--- config.mk ---
export PLATFORM = sky130hd
export DESIGN_NAME = eae_unit
export DESIGN_NICKNAME = d
export VERILOG_FILES = /design/src/rtl/eae_unit_pkg.sv /design/src/rtl/eae_unit_div_step.sv /design/src/rtl/eae_unit.sv
export SDC_FILE = /design/constraint.sdc
export NUM_CORES = 1
export LEC_CHECK = 0
export CAP_MARGIN = 20
export CORE_ASPECT_RATIO = 0.75
export CORE_MARGIN = 4
export CORE_UTILIZATION = 50
export DETAILED_ROUTE_END_ITERATION = 8
export GPL_TIMING_DRIVEN = 1
export PLACE_DENSITY_LB_ADDON = 0.2
export SLEW_MARGIN = 20
export SYNTH_ARGS = -nofsm -noshare
export SYNTH_HDL_FRONTEND = slang
export SYNTH_SLANG_ARGS = --single-unit
--- constraint.sdc ---
create_clock -name clock -period 2.7 [get_ports clock]
set_clock_uncertainty 0.2 [all_clocks]
set_input_delay 0.54 -clock clock [delete_from_list [all_inputs] [get_ports clock]]
set_output_delay 0.54 -clock clock [all_outputs]
set_load 0.05 [all_outputs]
--- src/rtl/eae_unit_pkg.sv ---
// Shared definitions for the PDP-8 Extended Arithmetic Element.
package eae_unit_pkg;

  typedef enum logic [1:0] {
    EAE_IDLE = 2'd0,
    EAE_MUL  = 2'd1,
    EAE_DIV  = 2'd2,
    EAE_FIN  = 2'd3
  } eae_state_t;

  localparam int EAE_ITERS = 12;

endpackage

--- src/rtl/eae_unit_div_step.sv ---
// One combinational restoring-division step: shift in a dividend bit, trial-subtract the divisor.
module eae_div_step #(
  parameter int WIDTH = 12
) (
  input  logic [WIDTH-1:0] rem_i,
  input  logic             din_i,
  input  logic [WIDTH-1:0] div_i,
  output logic [WIDTH-1:0] rem_o,
  output logic             q_o
);

  logic [WIDTH:0] trial;
  logic [WIDTH:0] diff;

  assign trial = {rem_i, din_i};
  assign diff  = trial - {1'b0, div_i};
  assign q_o   = (trial >= {1'b0, div_i});
  // The partial remainder is always below the divisor, so a failed trial still fits in WIDTH bits.
  assign rem_o = q_o ? diff[WIDTH-1:0] : trial[WIDTH-1:0];

endmodule

--- src/rtl/eae_unit.sv ---
// PDP-8 EAE: iterative MUY (shift-add) and DVI (restoring division).
// Define EAE_RADIX4_EN to retire two bits per clock instead of one.
module eae_unit
  import eae_unit_pkg::*;
#(
  parameter int WIDTH = 12,
  parameter int ITERS = WIDTH
) (
  input  logic             clock,
  input  logic             resetN,
  input  logic             start_mul,
  input  logic             start_dvi,
  input  logic [WIDTH-1:0] ac_in,
  input  logic [WIDTH-1:0] mq_in,
  input  logic [WIDTH-1:0] operand,
  output logic             busy,
  output logic             done,
  output logic [WIDTH-1:0] ac_mul,
  output logic [WIDTH-1:0] mq_mul,
  output logic [WIDTH-1:0] ac_dvi,
  output logic [WIDTH-1:0] mq_dvi,
  output logic             link_dvi
);

`ifdef EAE_RADIX4_EN
  localparam int STEPS = 2;
`else
  localparam int STEPS = 1;
`endif
  localparam logic [3:0] LAST_CNT = 4'(ITERS / STEPS);

  eae_state_t       state_q, state_d;
  logic [3:0]       cnt_q, cnt_d, cnt_inc;
  logic [WIDTH-1:0] hi_q, hi_d, lo_q, lo_d, op_q, op_d;
  logic [WIDTH-1:0] ac_mul_q, ac_mul_d, mq_mul_q, mq_mul_d;
  logic [WIDTH-1:0] ac_dvi_q, ac_dvi_d, mq_dvi_q, mq_dvi_d;
  logic             link_q, link_d;

  // {hi,lo} holds the running product; one conditional add then shift right.
  function automatic logic [2*WIDTH-1:0] mul_step(input logic [2*WIDTH-1:0] p,
                                                 input logic [WIDTH-1:0]   y);
    logic [WIDTH:0] sum;
    sum = {1'b0, p[2*WIDTH-1:WIDTH]} + (p[0] ? {1'b0, y} : {(WIDTH+1){1'b0}});
    return {sum, p[WIDTH-1:1]};
  endfunction

  logic [2*WIDTH-1:0] mul_res;
  logic [WIDTH-1:0]   rem_a, div_hi, div_lo;
  logic               q_a;

  eae_div_step #(.WIDTH(WIDTH)) u_div_a (
    .rem_i (hi_q),
    .din_i (lo_q[WIDTH-1]),
    .div_i (op_q),
    .rem_o (rem_a),
    .q_o   (q_a)
  );

`ifdef EAE_RADIX4_EN
  logic [WIDTH-1:0] rem_b;
  logic             q_b;

  eae_div_step #(.WIDTH(WIDTH)) u_div_b (
    .rem_i (rem_a),
    .din_i (lo_q[WIDTH-2]),
    .div_i (op_q),
    .rem_o (rem_b),
    .q_o   (q_b)
  );

  assign mul_res = mul_step(mul_step({hi_q, lo_q}, op_q), op_q);
  assign div_hi  = rem_b;
  assign div_lo  = {lo_q[WIDTH-3:0], q_a, q_b};
`else
  assign mul_res = mul_step({hi_q, lo_q}, op_q);
  assign div_hi  = rem_a;
  assign div_lo  = {lo_q[WIDTH-2:0], q_a};
`endif

  assign cnt_inc = cnt_q + 4'd1;

  always_comb begin
    state_d  = state_q;
    cnt_d    = cnt_q;
    hi_d     = hi_q;
    lo_d     = lo_q;
    op_d     = op_q;
    ac_mul_d = ac_mul_q;
    mq_mul_d = mq_mul_q;
    ac_dvi_d = ac_dvi_q;
    mq_dvi_d = mq_dvi_q;
    link_d   = link_q;
    case (state_q)
      EAE_IDLE: begin
        if (start_mul || start_dvi) begin
          state_d = start_mul ? EAE_MUL : EAE_DIV;
          cnt_d   = 4'd0;
          hi_d    = ac_in;
          lo_d    = mq_in;
          op_d    = operand;
        end
      end
      EAE_MUL: begin
        {hi_d, lo_d} = mul_res;
        cnt_d        = cnt_inc;
        if (cnt_inc == LAST_CNT) begin
          state_d  = EAE_FIN;
          ac_mul_d = mul_res[2*WIDTH-1:WIDTH];
          mq_mul_d = mul_res[WIDTH-1:0];
        end
      end
      EAE_DIV: begin
        // Overflow test shares the first iteration cycle; it also catches a zero divisor.
        if (cnt_q == 4'd0 && hi_q >= op_q) begin
          state_d  = EAE_FIN;
          ac_dvi_d = hi_q;
          mq_dvi_d = lo_q;
          link_d   = 1'b1;
        end else begin
          hi_d  = div_hi;
          lo_d  = div_lo;
          cnt_d = cnt_inc;
          if (cnt_inc == LAST_CNT) begin
            state_d  = EAE_FIN;
            ac_dvi_d = div_hi;
            mq_dvi_d = div_lo;
            link_d   = 1'b0;
          end
        end
      end
      default: state_d = EAE_IDLE;
    endcase
  end

  always_ff @(posedge clock or negedge resetN) begin
    if (!resetN) begin
      state_q  <= EAE_IDLE;
      cnt_q    <= 4'd0;
      hi_q     <= '0;
      lo_q     <= '0;
      op_q     <= '0;
      ac_mul_q <= '0;
      mq_mul_q <= '0;
      ac_dvi_q <= '0;
      mq_dvi_q <= '0;
      link_q   <= 1'b0;
    end else begin
      state_q  <= state_d;
      cnt_q    <= cnt_d;
      hi_q     <= hi_d;
      lo_q     <= lo_d;
      op_q     <= op_d;
      ac_mul_q <= ac_mul_d;
      mq_mul_q <= mq_mul_d;
      ac_dvi_q <= ac_dvi_d;
      mq_dvi_q <= mq_dvi_d;
      link_q   <= link_d;
    end
  end

  assign busy     = (state_q == EAE_MUL) || (state_q == EAE_DIV);
  assign done     = (state_q == EAE_FIN);
  assign ac_mul   = ac_mul_q;
  assign mq_mul   = mq_mul_q;
  assign ac_dvi   = ac_dvi_q;
  assign mq_dvi   = mq_dvi_q;
  assign link_dvi = link_q;

endmodule

==> impl_summary.log <==
[metrics] Die Span Y: 102 um
[metrics] register area share after synthesis: 38.3%
[metrics] die width: 134 um
[metrics] PnR worst setup slack: -0.0615 ns
[metrics] post-synthesis cell area: 0.00594 mm2
[metrics] status: finished, violations left
[metrics] Iter 0 DRT Violations: 695
[metrics] mux share of post-synthesis cell area: 10.7%
[metrics] starting density of the core: 51.2%
[metrics] final global-route overflow total: 0
[metrics] area of the placeable core: 0.0116 mm2
[metrics] CP Max Fanout: 8
[metrics] Placed Instances: 946
[metrics] failing checks: setup timing
[metrics] Required @ worst endpoint: 2.72 ns
[metrics] launch instance of the worst register-to-register path: hi_q[10]
[metrics] growth of design area from synthesis to finish: 53.1%
[metrics] number of hold-slack violations in the final timing report: 0
[metrics] final worst path period need: 2.76 ns
[metrics] TritonCTS clock tree: yes
[metrics] number of buffers between clock root and the deepest sink: 2
[metrics] post-layout instance area: 0.00910 mm2
[metrics] number of clock sinks seen by CTS: 91
[metrics] logic depth of the worst register-to-register path: 12
[metrics] number of instances in the synthesized netlist: 617
[metrics] worst slack after detailed placement: -0.128 ns
[metrics] category of the worst setup path launch point: flip-flop
[metrics] most numerous cell in the Yosys netlist: dfrtp_1
[metrics] number of vias after detailed routing: 6061
[metrics] flip-flop and latch area: 0.00228 mm2
[metrics] detailed-routing iteration count for the pre-antenna-repair pass: 5
[metrics] ant diodes: 0
[metrics] final weighted congestion of routability-driven global placement: 0.959
[metrics] global-route wire length before repair: 32100 um
[metrics] CP startpoint: hi_q[10]
[metrics] Setup CP Type: flip-flop to flip-flop
[metrics] CP cell instances: buf_6 -> ha_4 -> and4_1 -> o21ai_1 -> a21oi_2 -> a21oi_4 -> buf_6 -> o31ai_4 -> buf_12 -> mux2i_2 -> buf_4 -> a21oi_1
[metrics] share of the synthesized area in compound gates (AO/OA/AOI/OAI): 22.2%
[metrics] largest net degree at the start of global routing: 49
[metrics] final setup violating endpoints: 14
[metrics] wire length on met1: 9560 um
[metrics] total die area: 0.0137 mm2
[metrics] arrival time worst endpoint: 2.78 ns
[metrics] average vias per placed instance: 6.20
[metrics] worst-skew pair later-pin latency: 0.35 ns
[metrics] worst slew pin tran: 0.680 ns
[metrics] Met2 Routed Length: 9880 um
[metrics] number of enable flip-flop cells after synthesis: 0
[metrics] antenna-violating nets left: 0
[metrics] Buffers & Inverters on Critical Path: 4
[metrics] number of global-route vias before repair: 5753
[metrics] share of Yosys cell area claimed by the top area cell type: 38.3%
[metrics] mean instance size in the synthesized netlist: 9.63 um2
[metrics] arithmetic-cell share of the synthesized area counting full adders, half adders and majority gates: 9.93%
[metrics] post-detailed-placement half-perimeter wirelength: 15300 um
[metrics] unique cell type count in the Yosys netlist: 58
[metrics] relative max-transition margin: 54.7%
[metrics] share of async-settable or async-resettable flops after synthesis: 100%
[metrics] root buffer selected by CTS: clkbuf_16
[metrics] post-synth net total: 703
[metrics] slowest stage cell on the critical path: dfrtp_2
[metrics] combinational family with the most area after synthesis: compound AO/OA/AOI/OAI gates
[metrics] number of top-level pins: 91
[metrics] synth top area cells: dfrtp_1 38%, ha_1 9.3%, mux2_2 8.7%
[metrics] share of final-layout standard cells stronger than drive strength 1: 39.1%
[metrics] CTS buffer count: 9
[metrics] setup repair after global routing missed its margin: true
[metrics] Synth Area in Simple Gates: 11.6%
[metrics] critical path endpoint category: flip-flop
[metrics] number of H-tree levels: 3
[metrics] #FFs+latches synth: 91
[metrics] per-cell routed wire length: 22.8 um
[metrics] post-layout instance count excluding filler cells: 978
[metrics] initial antenna violation count: 0
[metrics] total area of multi-input combinational cells: 0.00412 mm2
[metrics] most instantiated flip-flop cell in the synthesis netlist: dfrtp_1
[metrics] Final Slew Violations: 0
[metrics] crit-path leading delay family: compound AO/OA/AOI/OAI gates
[metrics] final WL: 22300 um
[metrics] xor and xnor area share after synthesis: 2.50%
[metrics] Port Buffer Count: 90
[metrics] global-route total usage across every layer: 30.4%
[metrics] clock slew at the register clock pins of the worst setup and hold paths: 0.07 ns
[metrics] count of synthesis-stage warnings from yosys: 0
[metrics] cell seen most often among critical-path stages: buf_6
[metrics] fmax: 0.362 GHz
[metrics] number of DRC violations after detailed routing: 0
[metrics] placed standard-cell area: 0.00779 mm2
[metrics] number of nets in the layout: 898
[metrics] highest metal used: met4
[metrics] path category of the worst min-delay check: input pin to async pin
[metrics] number of cell rows: 34
[metrics] Met3 Wirelength: 2330 um
[metrics] commonest cells in the netlist: 91 x dfrtp_1, 49 x nand2_1, 46 x a21oi_1, 46 x mux2_2, 45 x nor2_1
[metrics] number of gates on the worst path with buffers counted: 12
[metrics] longest individual stage delay on the worst path: 0.45 ns
[metrics] number of max-cap violations: 0
[metrics] post-route fraction of the period consumed by the critical path: 102%
[metrics] cell type with the largest total area after synthesis: dfrtp_1
[metrics] Filler cells: 717
through the flow:
step | hold slack, ns | utilization [%] | TNS (ns)
floorplan | 0.0444 | - | -0.00179
global placement | 0.273 | 67.1 | -0.925
detailed placement | 0.273 | 67.1 | -1.83
CTS | 0.0386 | 71.3 | -0.106
global route | 0.0772 | 78.4 | -2.69
finish | 0.0174 | 78.4 | -0.413
path summary, 6_finish.rpt:
kind / end / slack (ns)
max: hi_q[8] / -0.06
min: hi_q[9] / 0.02
min reg2reg: ac_mul[9] / 0.29
max in group asynchronous: lo_q[0] / 1.61
max reg2reg: hi_q[8] / -0.06
min in group clock: ac_mul[9] / 0.29
repair_timing:
action,in CTS,in global routing
setup endpoints to repair,31,51
cloned,0,3
resized for setup,38,137
buffers inserted,3,11
hold buffers,0,0
pin swaps,18,45
cell usage in the layout (no fill, tap or decap), types with 7 or more instances in the layout:
| cell | count |
|---|---|
| buf_4 | 102 |
| clkdlybuf4s50_1 | 87 |
| dfrtp_1 | 86 |
| nand2_1 | 42 |
| nor2_1 | 41 |
| a21oi_1 | 37 |
| mux2_2 | 36 |
| inv_1 | 24 |
| ha_1 | 24 |
| o21ai_0 | 20 |
| buf_6 | 14 |
| a31oi_1 | 13 |
| ha_4 | 12 |
| clkbuf_16 | 12 |
| and2_1 | 11 |
| a221oi_1 | 11 |
| a21oi_2 | 11 |
| mux2_4 | 10 |
| mux2i_1 | 10 |
| a21o_1 | 9 |
| a221oi_2 | 9 |
| xnor2_1 | 9 |
| nand3_1 | 9 |
| inv_2 | 8 |
| o31ai_1 | 8 |
| o211ai_1 | 8 |
| ha_2 | 8 |
| a211oi_2 | 7 |
| buf_12 | 7 |
kinds of logic (layout without fill, tap and decap cells):
logic type      after synthesis  after routing
buf+inv                      64            263
xor+xnor                     17             17
simple gates                151            151
flops                        91             91
fa+ha+maj                    46             46
compound gates              190            190
mux                          58             58
sequential cells by signal, indices dropped and copies added (netlist names):
| name | count |
|---|---|
| lo_q | 12 |
| cnt_q | 4 |
| state_q | 2 |
| mq_mul | 12 |
| mq_dvi | 12 |
| ac_dvi | 12 |
| hi_q | 12 |
| ac_mul | 12 |
| op_q | 12 |
| link_dvi | 1 |
per-layer routing:
| layer | GRT usage (%) | up-vias |
|---|---|---|
| met5 | 0 | - |
| met4 | 7.11 | 0 |
| met3 | 7.43 | 60 |
| met2 | 44.8 | 392 |
| met1 | 45.4 | 2958 |
| li1 | - | 2651 |
layout make-up:
class,instances,share of cell area (%)
multi-input cells,462,45.3
well taps,162,2.23
repair buffers,216,22.5
flip-flops and latches,91,25.1
clock buffers,10,2.63
clock inverters,5,0.935
inverters,32,1.32
Power is left out: the tool's default activity adds up to more than one toggle a clock period on the data nets, which glitch-free logic cannot reach.
